`config.mk`:
```
export PLATFORM = sky130hd
export DESIGN_NAME = ym_bus_ctrl
export DESIGN_NICKNAME = d
export VERILOG_FILES = /design/src/rtl/ym09_pkg.sv /design/src/rtl/ym_pm_edge.sv /design/src/rtl/ym_bus_ctrl.sv
export SDC_FILE = /design/constraint.sdc
export NUM_CORES = 1
export LEC_CHECK = 0
export BUFFER_PORTS_ARGS = -buffer_cell sky130_fd_sc_hd__buf_2
export CAP_MARGIN = 20
export CORE_ASPECT_RATIO = 1.1
export CORE_UTILIZATION = 45
export CTS_BUF_LIST = sky130_fd_sc_hd__clkbuf_8
export CTS_CLUSTER_SIZE = 25
export DETAILED_ROUTE_END_ITERATION = 10
export GPL_ROUTABILITY_DRIVEN = 0
export PLACE_DENSITY_LB_ADDON = 0.25
export SKIP_CTS_REPAIR_TIMING = 1
export SYNTH_ARGS = -nofsm -noshare
export SYNTH_HDL_FRONTEND = slang
export SYNTH_SLANG_ARGS = --single-unit
```
`constraint.sdc`:
```
create_clock -name clk -period 2.6 [get_ports clk]
set_input_delay 0 -clock clk [delete_from_list [all_inputs] [get_ports clk]]
set_output_delay 0 -clock clk [all_outputs]
set_load 0.05 [all_outputs]
```
`src/rtl/ym09_pkg.sv`:
```
// Shared definitions for the YM bus controller: FSM states and default timing.
// Poll states exist only when YM_BUSY_POLL_EN is defined.
package ym09_pkg;

    localparam int unsigned DEF_SETUP_PM   = 1;
    localparam int unsigned DEF_STROBE_PM  = 2;
    localparam int unsigned DEF_HOLD_PM    = 1;
    localparam int unsigned DEF_RECOVER_PM = 4;
    localparam int unsigned POLL_MAX       = 255;

    typedef enum logic [2:0] {
        StIdle,
        StSetup,
        StStrobe,
        StHold,
        StRecover
`ifdef YM_BUSY_POLL_EN
        ,
        StPollSetup,
        StPollStrobe,
        StPollHold
`endif
    } state_t;

    // A zero phase length would stall the FSM, so it is treated as one edge.
    function automatic logic [7:0] eff_count(input int unsigned v);
        if (v == 0) begin
            return 8'd1;
        end else if (v > 255) begin
            return 8'd255;
        end else begin
            return v[7:0];
        end
    endfunction

endpackage

```
`src/rtl/ym_pm_edge.sv`:
```
// Rising-edge detector for the phi-M clock, sampled in the clk domain.
module ym_pm_edge (
    input  logic clk,
    input  logic rst,
    input  logic ym_pm,
    output logic pm_rise
);

    logic pm_q;

    always_ff @(posedge clk or posedge rst) begin
        if (rst) begin
            pm_q <= 1'b0;
        end else begin
            pm_q <= ym_pm;
        end
    end

    assign pm_rise = ym_pm & ~pm_q;

endmodule

```
`src/rtl/ym_bus_ctrl.sv`:
```
// YM-series chip bus cycle controller; all phase timing counts phi-M rising edges.
// Define YM_BUSY_POLL_EN to poll the status busy bit before every a0=1 write.
module ym_bus_ctrl
    import ym09_pkg::*;
#(
    parameter int unsigned SETUP_PM   = DEF_SETUP_PM,
    parameter int unsigned STROBE_PM  = DEF_STROBE_PM,
    parameter int unsigned HOLD_PM    = DEF_HOLD_PM,
    parameter int unsigned RECOVER_PM = DEF_RECOVER_PM
) (
    input  logic       clk,
    input  logic       rst,
    input  logic       ym_pm,
    input  logic       req_valid,
    output logic       req_ready,
    input  logic       req_wr,
    input  logic       req_a0,
    input  logic [7:0] req_data,
    output logic       rsp_valid,
    output logic [7:0] rsp_data,
    output logic       ym_cs_n,
    output logic       ym_wr_n,
    output logic       ym_rd_n,
    output logic       ym_a0,
    output logic [7:0] ym_dout,
    output logic       ym_dout_oe,
    input  logic [7:0] ym_din,
    output logic       busy
`ifdef YM_BUSY_POLL_EN
    ,
    output logic       poll_timeout
`endif
);

    localparam logic [7:0] SETUP_LIM   = eff_count(SETUP_PM);
    localparam logic [7:0] STROBE_LIM  = eff_count(STROBE_PM);
    localparam logic [7:0] HOLD_LIM    = eff_count(HOLD_PM);
    localparam logic [7:0] RECOVER_LIM = eff_count(RECOVER_PM);

    state_t     state_q, state_d;
    logic [7:0] cnt_q;
    logic [7:0] limit;
    logic       pm_rise;
    logic       step_done;
    logic       accept;
    logic       armed_q;
    logic       wr_q, a0_q;
    logic [7:0] data_q;
    logic [7:0] rsp_data_q;
    logic       rsp_valid_q;
    logic       cs_active, poll_active;

    ym_pm_edge u_pm_edge (
        .clk     (clk),
        .rst     (rst),
        .ym_pm   (ym_pm),
        .pm_rise (pm_rise)
    );

    assign req_ready = (state_q == StIdle) && armed_q;
    assign accept    = req_valid && req_ready;

    always_comb begin
        limit = SETUP_LIM;
        case (state_q)
            StSetup:      limit = SETUP_LIM;
            StStrobe:     limit = STROBE_LIM;
            StHold:       limit = HOLD_LIM;
            StRecover:    limit = RECOVER_LIM;
`ifdef YM_BUSY_POLL_EN
            StPollSetup:  limit = SETUP_LIM;
            StPollStrobe: limit = STROBE_LIM;
            StPollHold:   limit = HOLD_LIM;
`endif
            default:      limit = SETUP_LIM;
        endcase
    end

    assign step_done = pm_rise && (({1'b0, cnt_q} + 9'd1) >= {1'b0, limit});

`ifdef YM_BUSY_POLL_EN
    localparam logic [7:0] POLL_LAST = 8'(POLL_MAX - 1);

    logic       st_bit_q;
    logic [7:0] poll_cnt_q;
    logic       timeout_q;

    always_ff @(posedge clk or posedge rst) begin
        if (rst) begin
            st_bit_q   <= 1'b0;
            poll_cnt_q <= '0;
            timeout_q  <= 1'b0;
        end else begin
            if (accept) begin
                poll_cnt_q <= '0;
            end
            if (state_q == StPollStrobe && state_d == StPollHold) begin
                st_bit_q <= ym_din[7];
            end
            if (state_q == StPollHold && step_done && st_bit_q) begin
                poll_cnt_q <= poll_cnt_q + 8'd1;
                if (poll_cnt_q == POLL_LAST) begin
                    timeout_q <= 1'b1;
                end
            end
        end
    end

    assign poll_timeout = timeout_q;
`endif

    always_comb begin
        state_d = state_q;
        unique case (state_q)
            StIdle: begin
                if (accept) begin
`ifdef YM_BUSY_POLL_EN
                    state_d = (req_wr && req_a0) ? StPollSetup : StSetup;
`else
                    state_d = StSetup;
`endif
                end
            end
            StSetup:   if (step_done) state_d = StStrobe;
            StStrobe:  if (step_done) state_d = StHold;
            StHold:    if (step_done) state_d = StRecover;
            StRecover: if (step_done) state_d = StIdle;
`ifdef YM_BUSY_POLL_EN
            StPollSetup:  if (step_done) state_d = StPollStrobe;
            StPollStrobe: if (step_done) state_d = StPollHold;
            StPollHold: begin
                // Give up after the last allowed busy poll and let the write go.
                if (step_done) begin
                    state_d = (st_bit_q && poll_cnt_q != POLL_LAST) ? StPollSetup : StSetup;
                end
            end
`endif
            default:   state_d = StIdle;
        endcase
    end

    always_ff @(posedge clk or posedge rst) begin
        if (rst) begin
            state_q     <= StIdle;
            cnt_q       <= '0;
            armed_q     <= 1'b0;
            wr_q        <= 1'b0;
            a0_q        <= 1'b0;
            data_q      <= '0;
            rsp_data_q  <= '0;
            rsp_valid_q <= 1'b0;
        end else begin
            state_q     <= state_d;
            armed_q     <= 1'b1;
            rsp_valid_q <= 1'b0;
            if (state_d != state_q || state_q == StIdle) begin
                cnt_q <= '0;
            end else if (pm_rise) begin
                cnt_q <= cnt_q + 8'd1;
            end
            if (accept) begin
                wr_q   <= req_wr;
                a0_q   <= req_a0;
                data_q <= req_data;
            end
            if (state_q == StStrobe && state_d == StHold && !wr_q) begin
                rsp_data_q  <= ym_din;
                rsp_valid_q <= 1'b1;
            end
        end
    end

    always_comb begin
        cs_active   = 1'b0;
        poll_active = 1'b0;
        unique case (state_q)
            StSetup, StStrobe, StHold: cs_active = 1'b1;
`ifdef YM_BUSY_POLL_EN
            StPollSetup, StPollStrobe, StPollHold: begin
                cs_active   = 1'b1;
                poll_active = 1'b1;
            end
`endif
            default: cs_active = 1'b0;
        endcase
    end

    assign ym_cs_n    = ~cs_active;
    assign ym_wr_n    = ~((state_q == StStrobe) && wr_q);
`ifdef YM_BUSY_POLL_EN
    assign ym_rd_n    = ~(((state_q == StStrobe) && !wr_q) || (state_q == StPollStrobe));
`else
    assign ym_rd_n    = ~((state_q == StStrobe) && !wr_q);
`endif
    assign ym_a0      = cs_active && !poll_active && a0_q;
    assign ym_dout    = data_q;
    assign ym_dout_oe = cs_active && !poll_active && wr_q;
    assign rsp_valid  = rsp_valid_q;
    assign rsp_data   = rsp_data_q;
    assign busy       = (state_q != StIdle);

endmodule

```
==> results of run 1 <==
-- layout make-up --
class / instances / area share (%)
Clock inverter: 3 / 1.941
Sequential cell: 32 / 36.53
Inverter: 10 / 1.712
Timing Repair Buffer: 71 / 22.03
Clock buffer: 5 / 3.139
Multi-Input combinational cell: 87 / 31.91
Tap cell: 48 / 2.740
-- worst max path at each step --
| stage | start | to | slack, ps | cells past startpoint |
|---|---|---|---|---|
| after floorplan | state_q[2]$_DFF_PP0_ | rsp_data[0]$_DFFE_PP0P_ | 30 | 10 |
| after global placement | state_q[2]$_DFF_PP0_ | rsp_data[3]$_DFFE_PP0P_ | 180 | 10 |
| after detailed placement | state_q[2]$_DFF_PP0_ | rsp_data[7]$_DFFE_PP0P_ | 60 | 10 |
| after CTS | state_q[2]$_DFF_PP0_ | rsp_data[7]$_DFFE_PP0P_ | 40 | 10 |
| after global routing | state_q[1]$_DFF_PP0_ | rsp_data[6]$_DFFE_PP0P_ | 20 | 10 |
| final | state_q[2]$_DFF_PP0_ | rsp_data[6]$_DFFE_PP0P_ | 140 | 10 |
-- power breakdown --
group	total, W	switching [W]	internal [W]
sequential	0.000792	0.000124	0.000668
clock	0.000466	0.000183	0.000283
combinational	0.00153	0.00102	0.000512
total	0.00279	0.00132	0.00146
-- registers in the layout, indices dropped and copies added, names as in the netlist --
signal and count:
a0_q 1, ym_dout 8, rsp_valid 1, u_pm_edge.pm_q 1, state_q 3, wr_q 1
rsp_data 8, armed_q 1, cnt_q 8
-- worst register-to-register path: cells and delay by family (launching register included) --
| kind | cells | cell delay, ps |
|---|---|---|
| AO/OA/AOI/OAI | 4 | 800 |
| adder cells (fa/ha/maj) | 1 | 270 |
| buffers and inverters | 1 | 140 |
| flip-flops | 1 | 420 |
| multiplexers | 1 | 300 |
| AND/OR/NAND/NOR | 3 | 420 |
-- layout by cell type (no fill, tap or decap), types with 3 or more instances in the layout --
master / synthesis / layout
buf_2: 0 / 45
dfrtp_1: 32 / 32
dlygate4sd3_1: 0 / 20
nand2_1: 11 / 11
mux2_2: 10 / 10
inv_1: 10 / 10
mux2_4: 8 / 8
nor2_1: 7 / 6
a21oi_1: 6 / 6
clkbuf_8: 0 / 5
buf_4: 0 / 5
nand2b_1: 5 / 4
and3_1: 4 / 4
nor2b_1: 4 / 4
ha_1: 4 / 4
nor3_1: 3 / 3
a31oi_1: 3 / 3
-- through the flow --
step	std cells	setup WS, ps
floorplan	133	32.59
global placement	227	181.3
detailed placement	227	62.46
CTS	235	42.43
global route	256	17.31
finish	256	135.2
-- cell families (layout without fill, tap and decap cells) --
| kind of cell | after synthesis | in the layout | share of synthesized area, % |
|---|---|---|---|
| buffers and inverters | 14 | 89 | 4.338 |
| other | 1 | 1 | 0.2407 |
| flip-flops | 32 | 32 | 51.41 |
| multiplexers | 19 | 19 | 15.58 |
| AO/OA/AOI/OAI | 22 | 22 | 11.25 |
| XOR/XNOR | 1 | 1 | 0.5624 |
| adder cells (fa/ha/maj) | 4 | 4 | 3.213 |
| AND/OR/NAND/NOR | 40 | 40 | 13.41 |
-- routing by layer --
layer	vias up	wire length, microns
met5	-	0
met4	0	53
met3	5	137
met2	28	1796
met1	606	1468
li1	611	-
==> flow_summary.ini, run 1 <==
[synth]
synth_nets = 159
synth_edf_count = 0
ys_seq_area_share_pct = 51.41
netlist_area_sq_um = 1558
synth.largest_area_cell = dfrtp_1
yosysWarningCount = 0
synth_cell_types = 34
synth_most_common_cell = dfrtp_1
synth_ff_type = dfrtp_1
async_flop_share_pct = 100.0
syn_area_per_cell_sq_um = 11.71
synth_cells = 133
yosys-top-cells-area = dfrtp_1 51%, mux2_4 7.7%, mux2_2 7.2%, ha_1 3.2%, nand2_1 2.7%
synth_top_area_share_pct = 51.41
synth-seq-cells = 32
synth_common_cells = 32 x dfrtp_1, 11 x nand2_1, 10 x inv_1, 10 x mux2_2, 8 x mux2_4

[global_route]
grt_pass1_wl_mm = 5.244
grt_usage_pct = 19.04
antenna_found_initial = 0
met1_usage_pct = 23.33
use_met2_pct = 30.89
grtUsageMet3_pct = 6.160
grt.busiest_layer = met2
grt_overflow = 0
grt_pass1_vias = 1152
grt_max_degree = 33

[layout]
regArea_sq_um = 800.8
syn2layout_area_growth_pct = 40.72
nNetsFinal = 233
fillers = 244
antennaDiodeCount = 0
drive_gt1_share_pct = 40.38
fin_area_sq_um = 2192
post-route-util_pct = 65.82
multi_input_area_sq_um = 699.4

[setup_path]
r2r_end = rsp_data[6]$_DFFE_PP0P_
cp_slowest_stage_delay_ps = 420
cp_data_arrival_time_ps = 2630
critical-path-top-delay-family = compound AO/OA/AOI/OAI gates
worstSetupPathType = reg -> reg
slowest_stage = dfrtp_1
end_kind = flop
path_buf_inv = 1
critical_path.cell_chain = nand2b_4, nor2_2, a21oi_1, ha_1, nand2b_1, a21o_1, a2111oi_4, a211o_1, buf_12, mux2_4
ff2ff_path_depth = 10
r2r_slack_ps = 140
r2r_start = state_q[2]$_DFF_PP0_
critPathLaunchType = flop
cp_max_fo = 9
cp.required_ps = 2770

[route]
dr_total_vias = 1250
ant_nets = 0
routed_wl_mm = 3.457
drc = 0
first_iter_violations = 29
firstDrtPassIters = 4
via_per_inst = 4.883
wl_per_cell_microns = 13.50

[floorplanning]
rows = 22
start_util_pct = 46.77
die-area_sq_um = 3701
die_h_microns = 63.71
core_sq_um = 3331
dieWidth_microns = 58.10
io_pins = 46

[sta]
hold_viol = 0
finalClockSkew_ps = 4.348
rsz0062_at_grt = no
tns_ps = 0
hold_slack_ps = 374.1
fin_crit_sh_pct = 94.80
setup_viol = 0
fmax_ghz = 0.4057
slew_viol_final = 0
period_needed_ps = 2465

[clock_network]
clk_path_buf_depth = 2
numClockSinks = 32
cts_htree_levels = 2
cts_tree = built
clock_latency_ps = 280
cts_buffers = 5
cts_root_buf = clkbuf_8
clk_pin_slew_ps = 70

[run]
cap_violations = 0

[power_and_ir_drop]
power_w = 0.002787
p_leak_nw = 1.113
power.density_nw_per_um2 = 1272
ir_drop_v = 0.0008310

[placement]
place_area_sq_um = 1863
io_buffers = 45
place_hpwl_mm = 2.322

[min_path]
min_path_type = in -> async

[run_status]
status = completed
Note: power is estimated with default switching activity, not from simulation.
==> run 2, diff against run 1 <==
--- a/config.mk
+++ b/config.mk
@@ -5,6 +5,7 @@
 export SDC_FILE = /design/constraint.sdc
 export NUM_CORES = 1
 export LEC_CHECK = 0
+export ABC_AREA = 1
 export BUFFER_PORTS_ARGS = -buffer_cell sky130_fd_sc_hd__buf_2
 export CAP_MARGIN = 20
 export CORE_ASPECT_RATIO = 1.1
==> flow_summary.ini, run 2 <==
[global_route]
grt_usage_pct = 20.43
grt_max_degree = 20
grt_overflow = 0
grt_pass1_wl_mm = 6.113
grt_pass1_vias = 1463
antenna_found_initial = 0

[sta]
max_slew_margin_pct = 52.30
period_needed_ps = 2400
setup_viol = 0
hold_viol = 0
fin_crit_sh_pct = 92.31
finalClockSkew_ps = 2.351
hold_slack_ps = 105.5
fmax_ghz = 0.4167
tns_ps = 0
slew_viol_final = 0
tightest_slew_ps = 714.6

[floorplanning]
die-area_sq_um = 4106
die_h_microns = 67.11
start_util_pct = 47.45
rows = 23
io_pins = 46
dieWidth_microns = 61.19
core_sq_um = 3655

[synth]
yosysWarningCount = 0
yosys-top-cells-area = dfrtp_1 46%, nand2_1 15%, inv_1 5.4%, o21ai_0 4.9%, nor2_2 4.3%
synth_most_common_cell = nand2_1
synth.largest_area_cell = dfrtp_1
synth_common_cells = 70 x nand2_1, 32 x dfrtp_1, 25 x inv_1, 18 x nor2_1, 17 x o21ai_0
netlist_area_sq_um = 1734
synth_nets = 244
synth-seq-cells = 32
async_flop_share_pct = 100.0
synth_ff_type = dfrtp_1
synth_top_area_share_pct = 46.18
ys_seq_area_share_pct = 46.18
synth_cell_types = 27
syn_area_per_cell_sq_um = 7.955
synth_cells = 218
synth_edf_count = 0

[route]
routed_wl_mm = 4.089
dr_wl_met3_microns = 158
ant_nets = 0
via_per_inst = 4.708
highest_layer = met4
met2_length_mm = 2.099
drc = 0
first_iter_violations = 71
m1WireLength_mm = 1.713
wl_per_cell_microns = 11.92
firstDrtPassIters = 4
dr_total_vias = 1615

[power_and_ir_drop]
clkPwrFrac_pct = 13.6
p_sw_w = 0.001644
power.density_nw_per_um2 = 1286
switching_share_pct = 54.08
p_comb_share_pct = 58.9
seqPwrFrac_pct = 27.5
internal_power_w = 0.001396
p_leak_nw = 1.259
ir_drop_v = 0.0008984

[clock_network]
clk_path_buf_depth = 2
cts_buffers = 5
cts_root_buf = clkbuf_8
clock_latency_ps = 280
clk_pin_slew_ps = 60
cts_htree_levels = 2
numClockSinks = 32
cts_tree = built

[layout]
final_common_cell = nand2_1
fillers = 318
layout_common_cells = 70 x nand2_1, 45 x buf_2, 32 x dfrtp_1
post-route-util_pct = 64.67
nNetsFinal = 319
antennaDiodeCount = 0
syn2layout_area_growth_pct = 36.29
drive_gt1_share_pct = 32.76

[min_path]
min-delay-start = req_valid
min_path_type = in -> reg

[setup_path]
worstSetupPathType = reg -> reg
end_kind = flop
cp_data_arrival_time_ps = 2570
cp_max_fo = 9
critPathLaunchType = flop
r2r_start = cnt_q[1]$_DFFE_PP0P_
cp.required_ps = 2770
crit_start = cnt_q[1]$_DFFE_PP0P_

[placement]
place_hpwl_mm = 2.697
io_buffers = 45

[run]
cap_violations = 0

[run_status]
status = completed
## run 2: cell count changes in the layout (fill, tap and decap cells not counted), moves of 8 or more
cell,previous run,this run
nand2_1,11,70
o21ai_0,2,17
inv_1,10,24
nor2_2,1,13
mux2_2,10,0
nand2_2,0,10
nor2_1,6,16
mux2_4,8,0
## run 2: kinds of logic after synthesis
logic type,count (synthesis),share of synthesized area [%]
fa+ha+maj,4,2.886
xor+xnor,2,1.010
other cells,1,0.2162
mux,1,0.5772
simple gates,126,35.64
compound gates,23,7.143
buf+inv,29,6.349
flops,32,46.18
## run 2: final timing paths
path	to	slack [ps]	depth (start not counted)
setup / recovery	rsp_data[4]$_DFFE_PP0P_	200	17
hold / removal	ym_dout[3]$_DFFE_PP0P_	110	4
setup reg to reg	rsp_data[4]$_DFFE_PP0P_	200	17
hold reg to reg	ym_dout[4]$_DFFE_PP0P_	480	2
max in group asynchronous	a0_q$_DFFE_PP0P_	1630	4
min in group asynchronous	cnt_q[1]$_DFFE_PP0P_	390	3
## run 2: worst max-delay path, stage by stage, from the launching register on
cell     delay [ps]
dfrtp_1         390
ha_2            230
nand2_1          60
inv_1           110
nor2_1           60
ha_1            310
nand2_1         110
o21ai_0          90
nor2_1          110
nand2_1          70
nor2_1          130
nand3_2         130
nand2_4         100
nand2_2          80
nand2_4         120
nor2_8           60
nand2_1          90
nand2_1          50
## run 2: power groups by stage
stage	registers [W]	clock network (W)	logic, W
after floorplan	0.00122	0	0.000981
after global placement	0.000837	0	0.00170
after detailed placement	0.000835	0	0.00173
after CTS	0.000834	0.000418	0.00173
after global routing	0.000863	0.000438	0.00196
final	0.000836	0.000413	0.00179
## run 2: area by class of cell
cell class | count | area (sq um) | area share [%]
Inverter | 27 | 101.3 | 4.288
Clock buffer | 7 | 96.34 | 4.076
Tap cell | 50 | 62.56 | 2.647
Sequential cell | 32 | 800.8 | 33.88
Multi-Input combinational cell | 158 | 847.1 | 35.84
Timing Repair Buffer | 69 | 455.4 | 19.27
## run 2: routing by layer
layer	global-route usage [%]	vias to the layer above
li1	-	819
met1	23.59	743
met2	34.38	39
met3	6.214	14
met4	8.807	0
met5	0	-
## run 2: stage by stage
stage | std cells | setup WS, ps | power [W] | area [sq um]
3_5_place_dp | 313 | 159.1 | 0.002567 | 2028
6_report | 343 | 200.1 | 0.003040 | 2364
5_1_grt | 343 | -46.45 | 0.003266 | 2364
2_1_floorplan | 218 | 490.7 | 0.002198 | 1734
4_1_cts | 320 | 138.3 | 0.002982 | 2125
3_3_place_gp | 313 | 218.1 | 0.002535 | 2028
